[src/rtl/freq_meter_pkg.sv]
// Shared types and constants for the tone frequency meter.
// FREQ_METER_AVG_EN widens the divider for the four-period average.
package freq_meter_pkg;

    typedef enum logic [1:0] {
        IDLE    = 2'd0,
        MEASURE = 2'd1,
        DIVIDE  = 2'd2
    } state_t;

    localparam int unsigned DEF_CLK_FREQ = 50_000_000;
    localparam int unsigned AVG_SHIFT    = 2;

`ifdef FREQ_METER_AVG_EN
    localparam int unsigned DIV_W = 32 + AVG_SHIFT;
`else
    localparam int unsigned DIV_W = 32;
`endif

endpackage

[src/rtl/freq_meter_seq_divider.sv]
// Unsigned restoring divider, one quotient bit per cycle, W cycles per divide.
// done is high during the final iteration; quotient is valid only while done is high.
module seq_divider #(
    parameter int unsigned W = 32
) (
    input  logic         in_clk,
    input  logic         rst_n,
    input  logic         start,
    input  logic [W-1:0] numerator,
    input  logic [W-1:0] denominator,
    output logic         busy,
    output logic         done,
    output logic [W-1:0] quotient
);
    localparam int unsigned CW = $clog2(W + 1);

    logic [W-1:0]  q_r;
    logic [W-1:0]  rem_r;
    logic [W-1:0]  den_r;
    logic [CW-1:0] iter_r;
    logic [W:0]    shifted;
    logic [W:0]    diff;
    logic          q_bit;

    // remainder stays below the divisor, so the shifted value fits in W+1 bits
    always_comb begin
        shifted = {rem_r, q_r[W-1]};
        diff    = shifted - {1'b0, den_r};
        q_bit   = ~diff[W];
    end

    assign busy     = (iter_r != '0);
    assign done     = (iter_r == CW'(1));
    assign quotient = {q_r[W-2:0], q_bit};

    always_ff @(posedge in_clk or negedge rst_n) begin
        if (!rst_n) begin
            q_r    <= '0;
            rem_r  <= '0;
            den_r  <= '0;
            iter_r <= '0;
        end else if (start) begin
            q_r    <= numerator;
            rem_r  <= '0;
            den_r  <= denominator;
            iter_r <= CW'(W);
        end else if (busy) begin
            rem_r  <= q_bit ? diff[W-1:0] : shifted[W-1:0];
            q_r    <= {q_r[W-2:0], q_bit};
            iter_r <= iter_r - CW'(1);
        end
    end

endmodule

[src/rtl/freq_meter.sv]
// Tone frequency meter: freq_out = floor(CLK_FREQ / period) in Hz.
// Define FREQ_METER_AVG_EN to divide (CLK_FREQ << 2) by the sum of four periods.
//
// state   | meaning
// IDLE    | no tone seen; waiting for the first rising edge
// MEASURE | counting the period since the last edge, timeout armed
// DIVIDE  | divider running; edges restart the counter but are not measured
module freq_meter
    import freq_meter_pkg::*;
#(
    parameter int unsigned CLK_FREQ       = DEF_CLK_FREQ,
    parameter int unsigned TIMEOUT_CYCLES = 50_000_000
) (
    input  logic        in_clk,
    input  logic        rst_n,
    input  logic        tone_in,
    output logic [31:0] freq_out,
    output logic        freq_valid,
    output logic        busy,
    output logic        no_signal
);
    logic             sync1, sync2, sync3, edge_q;
    logic [31:0]      per_cnt;
    logic             timeout_cond;
    state_t           state, state_nx;
    logic             meas_edge, div_start, timeout_hit;
    logic [DIV_W-1:0] div_num, div_den, div_quot;
    logic             div_busy, div_done;

    always_ff @(posedge in_clk or negedge rst_n) begin
        if (!rst_n) begin
            sync1  <= 1'b0;
            sync2  <= 1'b0;
            sync3  <= 1'b0;
            edge_q <= 1'b0;
        end else begin
            sync1  <= tone_in;
            sync2  <= sync1;
            sync3  <= sync2;
            edge_q <= sync2 & ~sync3;
        end
    end

    always_ff @(posedge in_clk or negedge rst_n) begin
        if (!rst_n)
            per_cnt <= '0;
        else if (edge_q)
            per_cnt <= 32'd1;
        else if (per_cnt != '1)
            per_cnt <= per_cnt + 32'd1;
    end

    assign timeout_cond = (per_cnt >= 32'(TIMEOUT_CYCLES));

`ifdef FREQ_METER_AVG_EN
    logic [DIV_W-1:0] acc;
    logic [1:0]       n_per;
    logic             group_done;

    assign group_done = (n_per == 2'd3);
    assign meas_edge  = edge_q & group_done;
    assign div_num    = DIV_W'(CLK_FREQ) << AVG_SHIFT;
    assign div_den    = acc + DIV_W'(per_cnt);

    // a group completing while the divider is busy is discarded and restarted
    always_ff @(posedge in_clk or negedge rst_n) begin
        if (!rst_n) begin
            acc   <= '0;
            n_per <= '0;
        end else if (state == IDLE || timeout_hit || (edge_q && group_done)) begin
            acc   <= '0;
            n_per <= '0;
        end else if (edge_q) begin
            acc   <= acc + DIV_W'(per_cnt);
            n_per <= n_per + 2'd1;
        end
    end
`else
    assign meas_edge = edge_q;
    assign div_num   = DIV_W'(CLK_FREQ);
    assign div_den   = DIV_W'(per_cnt);
`endif

    always_ff @(posedge in_clk or negedge rst_n) begin
        if (!rst_n)
            state <= IDLE;
        else
            state <= state_nx;
    end

    always_comb begin
        state_nx = state;
        case (state)
            IDLE:    if (edge_q) state_nx = MEASURE;
            MEASURE: begin
                if (meas_edge)
                    state_nx = DIVIDE;
                else if (!edge_q && timeout_cond)
                    state_nx = IDLE;
            end
            DIVIDE:  if (div_done) state_nx = MEASURE;
            default: state_nx = IDLE;
        endcase
    end

    // an edge landing on the timeout cycle wins and is measured normally
    always_comb begin
        div_start   = 1'b0;
        timeout_hit = 1'b0;
        if (state == MEASURE) begin
            div_start   = meas_edge;
            timeout_hit = !edge_q && timeout_cond;
        end
    end

    seq_divider #(.W(DIV_W)) u_div (
        .in_clk      (in_clk),
        .rst_n       (rst_n),
        .start       (div_start),
        .numerator   (div_num),
        .denominator (div_den),
        .busy        (div_busy),
        .done        (div_done),
        .quotient    (div_quot)
    );

    always_ff @(posedge in_clk or negedge rst_n) begin
        if (!rst_n) begin
            freq_out   <= '0;
            freq_valid <= 1'b0;
            no_signal  <= 1'b1;
        end else begin
            freq_valid <= div_done | timeout_hit;
            if (div_done) begin
                freq_out  <= div_quot[31:0];
                no_signal <= 1'b0;
            end else if (timeout_hit) begin
                freq_out  <= '0;
                no_signal <= 1'b1;
            end
        end
    end

    assign busy = div_busy;

endmodule

[config.mk]
export PLATFORM = sky130hd
export DESIGN_NAME = freq_meter
export DESIGN_NICKNAME = d
export VERILOG_FILES = /design/src/rtl/freq_meter_pkg.sv /design/src/rtl/freq_meter_seq_divider.sv /design/src/rtl/freq_meter.sv
export SDC_FILE = /design/constraint.sdc
export NUM_CORES = 1
export LEC_CHECK = 0
export ABC_AREA = 0
export CORE_UTILIZATION = 45
export DETAILED_ROUTE_END_ITERATION = 8
export PLACE_DENSITY = 0.62
export SLEW_MARGIN = 25
export SYNTH_ARGS = -nofsm -noshare
export SYNTH_HDL_FRONTEND = slang
export SYNTH_SLANG_ARGS = --single-unit
[constraint.sdc]
create_clock -name in_clk -period 3.2 [get_ports in_clk]
set_clock_uncertainty 0.2 [all_clocks]
set_input_delay 0.64 -clock in_clk [delete_from_list [all_inputs] [get_ports in_clk]]
set_output_delay 0.64 -clock in_clk [all_outputs]
set_load 0.005 [all_outputs]
======== Yosys cells after proc, flatten, opt, wreduce, memory -nomap -nowiden ========
Index checks and enable logic that the tools add are counted.
word-level totals
  register bits after elaboration ......... 174
  word-level logic and storage cells ...... 56
  input bits .............................. 3
  output and inout bits ................... 35
cells by class
  reductions and logical operators ........ 8
  multiplexer cells ....................... 20
  eq/ne operators ......................... 7
  bitwise gates (word level) .............. 4
  add/subtract/negate cells ............... 3
  magnitude comparators ................... 1
operator list
  kind                                                    number
  2-to-1 mux 32 bit                                       9
  subtractor 33 x 32 -> 33 bit                            1
  adder 32 x 1 -> 32 bit (second input constant)          1
  >= comparator 32 x 26 -> 1 bit (second input constant)  1
  != test 32 bit (second input constant)                  1
  2-to-1 mux 6 bit                                        2
  2-to-1 mux 2 bit                                        4
  == test 6 x 1 -> 1 bit (second input constant)          1
  one-hot mux 2 bit (3 select lines)                      1
  nonzero test 2 bit                                      3
  nonzero test 6 bit                                      1
  subtractor 6 x 1 -> 6 bit (second input constant)       1
  2-to-1 mux 1 bit                                        4
  != test 2 bit (second input constant)                   2
  != test 3 bit (second input constant)                   1
  AND reduction 3 bit                                     1
  == test 2 x 1 -> 1 bit (second input constant)          1
  == test 2 bit (second input constant)                   1
  logical NOT 2 bit                                       1
  inverter 1 bit                                          2
  bitwise AND 1 bit                                       1
  logical AND 1 bit                                       1
  logical NOT 1 bit                                       1
  OR 1 bit                                                1

======== Longest topological paths before layout ========
Gate-level depths: netlist (run 1).
  depth after elaboration ................. 5
  mapped depth ............................ 15
  mapped depth without buffers ............ 13

======== Modules after synthesis ========
A second synthesis (run 1) with hierarchy kept.
unflattened totals
  cells, all modules ...................... 1086
  area, all modules ....................... 9998.3 sq um
by module, submodules not included
  module       times used  seq. area each (sq um)  area an instance (sq um)  cells an instance
  seq_divider  1           2552.4                  6585.1                    748
  freq_meter   1           1803.0                  3413.3                    338

======== Worst setup path before layout (run 1) ========
No wires, ideal clock.
  path type ............................... register -> register
  from .................................... register u_div.q_r[31]
  to ...................................... register u_div.rem_r[17]
  data arrival time ....................... 2.773 ns
  slack ................................... 0.089 ns
  cell stages (with the launch flop) ...... 16
  period minus slack after synthesis ...... 3.111 ns
  library setup time ...................... 0.138 ns
  required time ........................... 2.862 ns
  path buffers ............................ 2
  cells stage by stage .................... dfrtp_1 > inv_1 > ha_1 > inv_1 > fa_1 > a21o_1 > a41oi_1 > a31oi_1 > nand4_1 > nand4_1 > and2_1 > buf_2 > xor2_1 > buf_2 > mux2i_1 > a21oi_1
on the way
  cells in the longest elaborated chain, start to end .. 4
ends and longest elaborated chain
  what                          RTL line                      text
  from (decl)                   freq_meter_seq_divider.sv:17  logic [W-1:0] q_r;
  from (signal assigned)        freq_meter_seq_divider.sv:43  q_r <= numerator;
  from (signal assigned)        freq_meter_seq_divider.sv:49  q_r <= {q_r[W-2:0], q_bit};
  subtractor 33 x 32 -> 33 bit  freq_meter_seq_divider.sv:28  diff = shifted - {1'b0, den_r};
  2-to-1 mux 32 bit             freq_meter_seq_divider.sv:48  rem_r <= q_bit ? diff[W-1:0] : shifted[W-1:0];
  2-to-1 mux 32 bit             freq_meter_seq_divider.sv:47  end else if (busy) begin
  2-to-1 mux 32 bit             freq_meter_seq_divider.sv:42  end else if (start) begin
  to (signal assigned)          freq_meter_seq_divider.sv:48
  to (decl)                     freq_meter_seq_divider.sv:18  logic [W-1:0] rem_r;
Every way passes these cells. The select of a mux whose other input is x is not followed.
A chain may end at the register's enable or synchronous reset.

======== Worst setup path in the final report (run 1) ========
  from .................................... register u_div.den_r[0]
  to ...................................... register u_div.rem_r[20]
on the way
  cells in the longest elaborated chain, start to end .. 4
ends and longest elaborated chain
  what                          RTL line                      text
  from (decl)                   freq_meter_seq_divider.sv:19  logic [W-1:0] den_r;
  from (signal assigned)        freq_meter_seq_divider.sv:45  den_r <= denominator;
  subtractor 33 x 32 -> 33 bit  freq_meter_seq_divider.sv:28
  2-to-1 mux 32 bit             freq_meter_seq_divider.sv:48
  2-to-1 mux 32 bit             freq_meter_seq_divider.sv:47
  2-to-1 mux 32 bit             freq_meter_seq_divider.sv:42
Every way passes these cells. The select of a mux whose other input is x is not followed.

==> results.cfg, run 1 <==
[setup_path]
criticalPathCategory = flop to flop
cp_data_arrival_time_ps = 3130
end_kind = flop
required_ps = 3300
crit_fanout = 3
start_kind = flop
r2r_cells = 13

[power]
ir_drop_mv = 0.600
p_total_uw = 11500
leakage_uw = 0.00492
p_per_area_nw_per_um2 = 1070

[route]
routedWlPerCell_um = 15.5
drt-met1-wl_um = 10700
drc = 0
dr_wl_met3_um = 720
viasPerCell = 5.35
firstDrtPassIters = 7
vias = 7437
wl_um = 21500
drt-initial-drc-count = 439
highest_layer = met4
ant_nets = 0
wl_met2_um = 9750

[synthesis]
synth_area_sq_um = 9300
ys_seq_area_frac = 0.468
ys_warn_count = 0
ys_seq_elements = 174
yosysMostFrequentCell = nand2_1
async_reset_ff_frac = 1.00
yosysUniqueCellTypes = 58
synth_cells = 1064
synth_top_area_cell = dfrtp_1
syn-num-nets = 1104
synthTopCellsByArea = dfrtp_1 (47%), nand2_1 (8.6%), a21oi_1 (5.1%)
synth_edf_count = 0
yosys-top-cells-count = nand2_1 (212), dfrtp_1 (173), a21oi_1 (95), o21ai_0 (94), nand3_1 (67)
synth_ff_type = dfrtp_1
synth_top_area_share = 0.466
syn_avg_cell_area_sq_um = 8.74

[place]
port_buffers = 37
routabilityCongestion = 0.887
dpl.hpwl_um = 14500
dp_cells = 1350
place_ws_ps = -32.4

[timing]
worstMarginPinSlew_ps = 759
setup_viol = 0
slew_headroom = 0.494
worst_slack_ps = 171
slew_violations = 0
fin_crit_ps = 3030
max_freq_mhz = 330
fin_tns_setup_ps = 0
period_share = 0.946
hold_viol_final = 0
rsz0062_at_grt = false

[die]
io_pins = 38
coreArea_sq_um = 20200
die_y_um = 146
fp-row-count = 52
start_util = 0.459
die_w_um = 146
fp.dieArea_sq_um = 21200

[layout]
drive_gt1_frac = 0.0867
n_antenna_cell = 0
fin_cells = 1389
layout.nets = 1146
area_growth_pct = 16.4

[run_status]
status = finished clean

[global_route]
grt_pass1_vias = 7193
antenna_found_initial = 0
grt_overflow = 0
grt_pass1_wl_um = 36500
grt_usage = 0.214
grt_max_degree = 96

[clocking]
cts_tree = done
cts.clk_slew.worst_paths_ps = 70
cts-root-buf = clkbuf_16
clk_latency_ps = 440
cts_max_level = 4
cts.path.max_buffers = 2
cts_buffers = 17
cts_num_sinks = 174

[run]
drv_cap = 0

[hold_path]
worstHoldPathType = flop to flop
whs_path_depth = 0
-- sequential cells by signal, summed over array words and instances, names as in the netlist --
name / count
div_den: 32
edge_q: 1
freq_out: 32
freq_valid: 1
no_signal: 1
state: 2
sync1: 1
sync2: 1
sync3: 1
u_div.den_r: 32
u_div.iter_r: 6
u_div.q_r: 32
u_div.rem_r: 32
-- metrics by stage --
stage,hold WS (ps),utilization,cell area (sq um)
2_1_floorplan,131,-,9300
3_3_place_gp,132,0.499,10100
3_5_place_dp,138,0.499,10100
4_1_cts,154,0.530,10700
5_1_grt,182,0.535,10800
6_report,151,0.535,10800
-- kinds of logic (layout without fill, tap and decap cells) --
logic type               Yosys count  in the layout  share of synthesized area
adder cells (fa/ha/maj)           37             37                     0.0506
AO/OA/AOI/OAI                    249            249                      0.151
buffers and inverters            108            163                     0.0464
AND/OR/NAND/NOR                  419            419                      0.207
XOR/XNOR                          51             51                     0.0488
multiplexers                      26             26                     0.0281
flip-flops                       174            174                      0.468
-- cells in the final DEF (no fill, tap or decap), types with 4 or more instances in the layout --
master | Yosys | routed
nand2_1 | 212 | 212
dfrtp_1 | 173 | 173
a21oi_1 | 95 | 95
o21ai_0 | 94 | 91
nand3_1 | 67 | 67
nor2_1 | 57 | 57
inv_1 | 52 | 51
ha_1 | 36 | 36
clkdlybuf4s50_1 | 0 | 36
buf_4 | 1 | 31
xnor2_1 | 27 | 27
mux2i_1 | 25 | 24
xor2_1 | 23 | 22
clkbuf_16 | 0 | 19
nor3_1 | 17 | 16
a21o_1 | 16 | 16
nand4_1 | 11 | 11
or3_1 | 10 | 10
and3_1 | 9 | 9
a211oi_1 | 8 | 7
a31oi_1 | 8 | 7
nor2b_1 | 6 | 6
o21bai_1 | 6 | 6
inv_6 | 0 | 5
nand2b_1 | 4 | 4
buf_12 | 0 | 4
-- where the power goes --
group | total (uW) | switching [uW] | internal, uW
clock | 2030 | 973 | 1060
sequential | 3470 | 533 | 2930
combinational | 6050 | 3080 | 2970
total | 11500 | 4590 | 6960
-- repair_timing --
item,CTS,global route
hold endpoints to repair,52,0
cloned,0,2
hold buffers,1,0
resized for setup,3,12
setup buffers,1,3
pin swaps,0,2
setup endpoints to repair,18,30
-- metal layers --
layer  global-route usage  vias to the layer above
met4               0.0716                        0
met2                0.328                      141
met3               0.0323                       23
met5                    0                        -
li1                     -                     3736
met1                0.310                     3537
-- final timing paths --
check                          startpoint              end  slack [ps]
min in group asynchronous           rst_n     freq_out[29]         520
max in group asynchronous           rst_n  u_div.rem_r[31]        1520
setup / recovery           u_div.den_r[0]  u_div.rem_r[20]         170
hold / removal                      sync1            sync2         150
setup reg to reg           u_div.den_r[0]  u_div.rem_r[20]         170
hold reg to reg                     sync1            sync2         150
-- cell type report --
| type | instances | area [sq um] |
|---|---|---|
| clock buffer | 18 | 439 |
| clock inverter | 14 | 145 |
| fill | 1871 | 9410 |
| inverter | 53 | 199 |
| multi-input combinational | 782 | 4570 |
| sequential | 174 | 4360 |
| tap | 270 | 338 |
| timing repair buffer | 78 | 782 |
-- worst max-delay path, cell delays in order, from the launching register on --
cell     delay [ps]
dfrtp_1         380
ha_1            200
inv_1            70
fa_2            190
a21o_1          150
a41oi_2         120
a31oi_2         260
buf_4           170
a21oi_1          90
o31ai_1         480
a31oi_1         200
xnor2_1         170
mux2i_1         140
a21oi_1          80
(Power assumes the default switching activity.)
==> run 2, diff against run 1 <==
- CORE_UTILIZATION: 45 -> 55
- CTS_CLUSTER_SIZE: unset -> 20
- PLACE_DENSITY: 0.62 -> 0.74
==> results.cfg, run 2 (synthesis gave the netlist of run 1 again) <==
[clocking]
clk_latency_ps = 430
cts_buffers = 17
cts-root-buf = clkbuf_16
cts_tree = done
cts_max_level = 4
cts_num_sinks = 174
cts.path.max_buffers = 2
cts.clk_slew.worst_paths_ps = 70

[timing]
slew_violations = 0
hold_viol_final = 5
slew_headroom = 0.403
fin_tns_setup_ps = 0
max_freq_mhz = 334
worst_slack_ps = 203
fin_crit_ps = 3000
worstMarginPinSlew_ps = 896
holdWs_ps = -11.7
period_share = 0.937
setup_viol = 0

[layout]
layout.nets = 1140
area_growth_pct = 15.7
multi_input_area_sq_um = 4590
final_cell_mix = nand2_1 (212), dfrtp_1 (173), a21oi_1 (94)
drive_gt1_frac = 0.0818
final_common_cell = nand2_1
seq_area_sq_um = 4360
n_antenna_cell = 0
n_fill_cell = 1346
design_area_sq_um = 10800

[setup_path]
rrSetupSlack_ps = 200
start_kind = flop
crit_chain = inv_2 -> ha_4 -> inv_1 -> fa_2 -> a21o_1 -> a41oi_2 -> a31oi_4 -> nand4_1 -> nand4_1 -> and2_4 -> xor2_4 -> buf_12 -> buf_12 -> mux2i_1 -> a21oi_1
criticalPathCategory = flop to flop
cp_data_arrival_time_ps = 3060
slowest_stage = dfrtp_1
crit_path_max_incr_delay_ps = 380
r2r_start = u_div.q_r[31]
end_kind = flop
path_depth = 15
crit_fanout = 6
cp_num_buf_inv = 4
r2r_cells = 15
required_ps = 3270
cp-startpoint = u_div.q_r[31]
crit_family = compound AO/OA/AOI/OAI gates
timing.critical_path.to = u_div.rem_r[12]
reg2reg_to = u_div.rem_r[12]

[die]
start_util = 0.563
fp-row-count = 47
coreArea_sq_um = 16500
die_y_um = 132
fp.dieArea_sq_um = 17400
die_w_um = 132
io_pins = 38

[power]
power_switching_share = 0.390
clockPowerShare = 0.190
ir_drop_mv = 0.569
leakage_uw = 0.00490
p_switching_uw = 4560
p_per_area_nw_per_um2 = 1090
combPwrFrac = 0.513
power_frac_seq = 0.297
p_int_uw = 7130

[global_route]
grt_max_degree = 96
grt_usage = 0.257
grt_pass1_wl_um = 35900
grt_pass1_vias = 7149
grt_overflow = 0
antenna_found_initial = 0

[route]
wl_um = 21100
drc = 0
ant_nets = 0
firstDrtPassIters = 7
routedWlPerCell_um = 15.8
vias = 7530
viasPerCell = 5.65
drt-initial-drc-count = 584

[place]
place_ws_ps = -26.9
routabilityCongestion = 0.908
port_buffers = 37
dpl.hpwl_um = 14000
placed_area_sq_um = 10000

[run]
drv_cap = 0

[run_status]
violations = negative hold slack
status = finished with violations

[hold_path]
worstHoldPathType = input port to async pin
## run 2: final cells by class
type,instances,area share
flip-flops and latches,174,0.405
clock buffers,19,0.0412
inverters,53,0.0185
well taps,220,0.0256
multi-input cells,782,0.427
repair buffers,72,0.0659
clock inverters,13,0.0170
## run 2: timing repair
action	4_1_cts	5_1_grt
setup buffers	1	3
hold endpoints to repair	0	0
gates cloned	1	0
hold buffers	0	0
endpoints found under the setup margin	19	31
gates resized for setup	6	10
pin swaps	2	7
## run 2: worst min-delay path by stage
| stage | end |
|---|---|
| finish | u_div.den_r[7] |
| floorplan | sync2 |
| detailed placement | sync2 |
| global route | u_div.den_r[7] |
| global placement | sync2 |
| CTS | u_div.den_r[4] |
## run 2: worst reg2reg max path: stages, from the launching register on
cell,delay [ps]
dfrtp_1,380
inv_2,80
ha_4,120
inv_1,40
fa_2,340
a21o_1,190
a41oi_2,270
a31oi_4,120
nand4_1,90
nand4_1,80
and2_4,190
xor2_4,150
buf_12,140
buf_12,130
mux2i_1,220
a21oi_1,100
## run 2: routing by layer
layer	vias up	global-route usage	part of all wire
li1	3723	-	-
met1	3632	0.373	0.49
met2	147	0.397	0.46
met3	28	0.0361	0.030
met4	0	0.0853	0.016
met5	-	0	0
## run 2: stage by stage
| step | utilization | cells | hold WS, ps | total power (uW) |
|---|---|---|---|---|
| 2_1_floorplan | - | 1064 | 131 | 7390 |
| 3_3_place_gp | 0.606 | 1297 | 141 | 8910 |
| 3_5_place_dp | 0.606 | 1297 | 150 | 9030 |
| 4_1_cts | 0.648 | 1331 | 21.5 | 11600 |
| 5_1_grt | 0.651 | 1333 | 54.5 | 12500 |
| 6_report | 0.651 | 1333 | -11.7 | 11700 |
## run 2: power groups by stage
stage | logic, uW | registers, uW | clock network (uW)
6_report | 6000 | 3470 | 2220
5_1_grt | 6670 | 3560 | 2320
4_1_cts | 5870 | 3460 | 2240
3_5_place_dp | 5550 | 3480 | 0
3_3_place_gp | 5430 | 3480 | 0
2_1_floorplan | 4040 | 3350 | 0
==> run 3, diff against run 2 <==
- SLEW_MARGIN: 25 -> unset
==> results of run 3 <==
Final layout, timing and power as in run 2 (identical DEF).
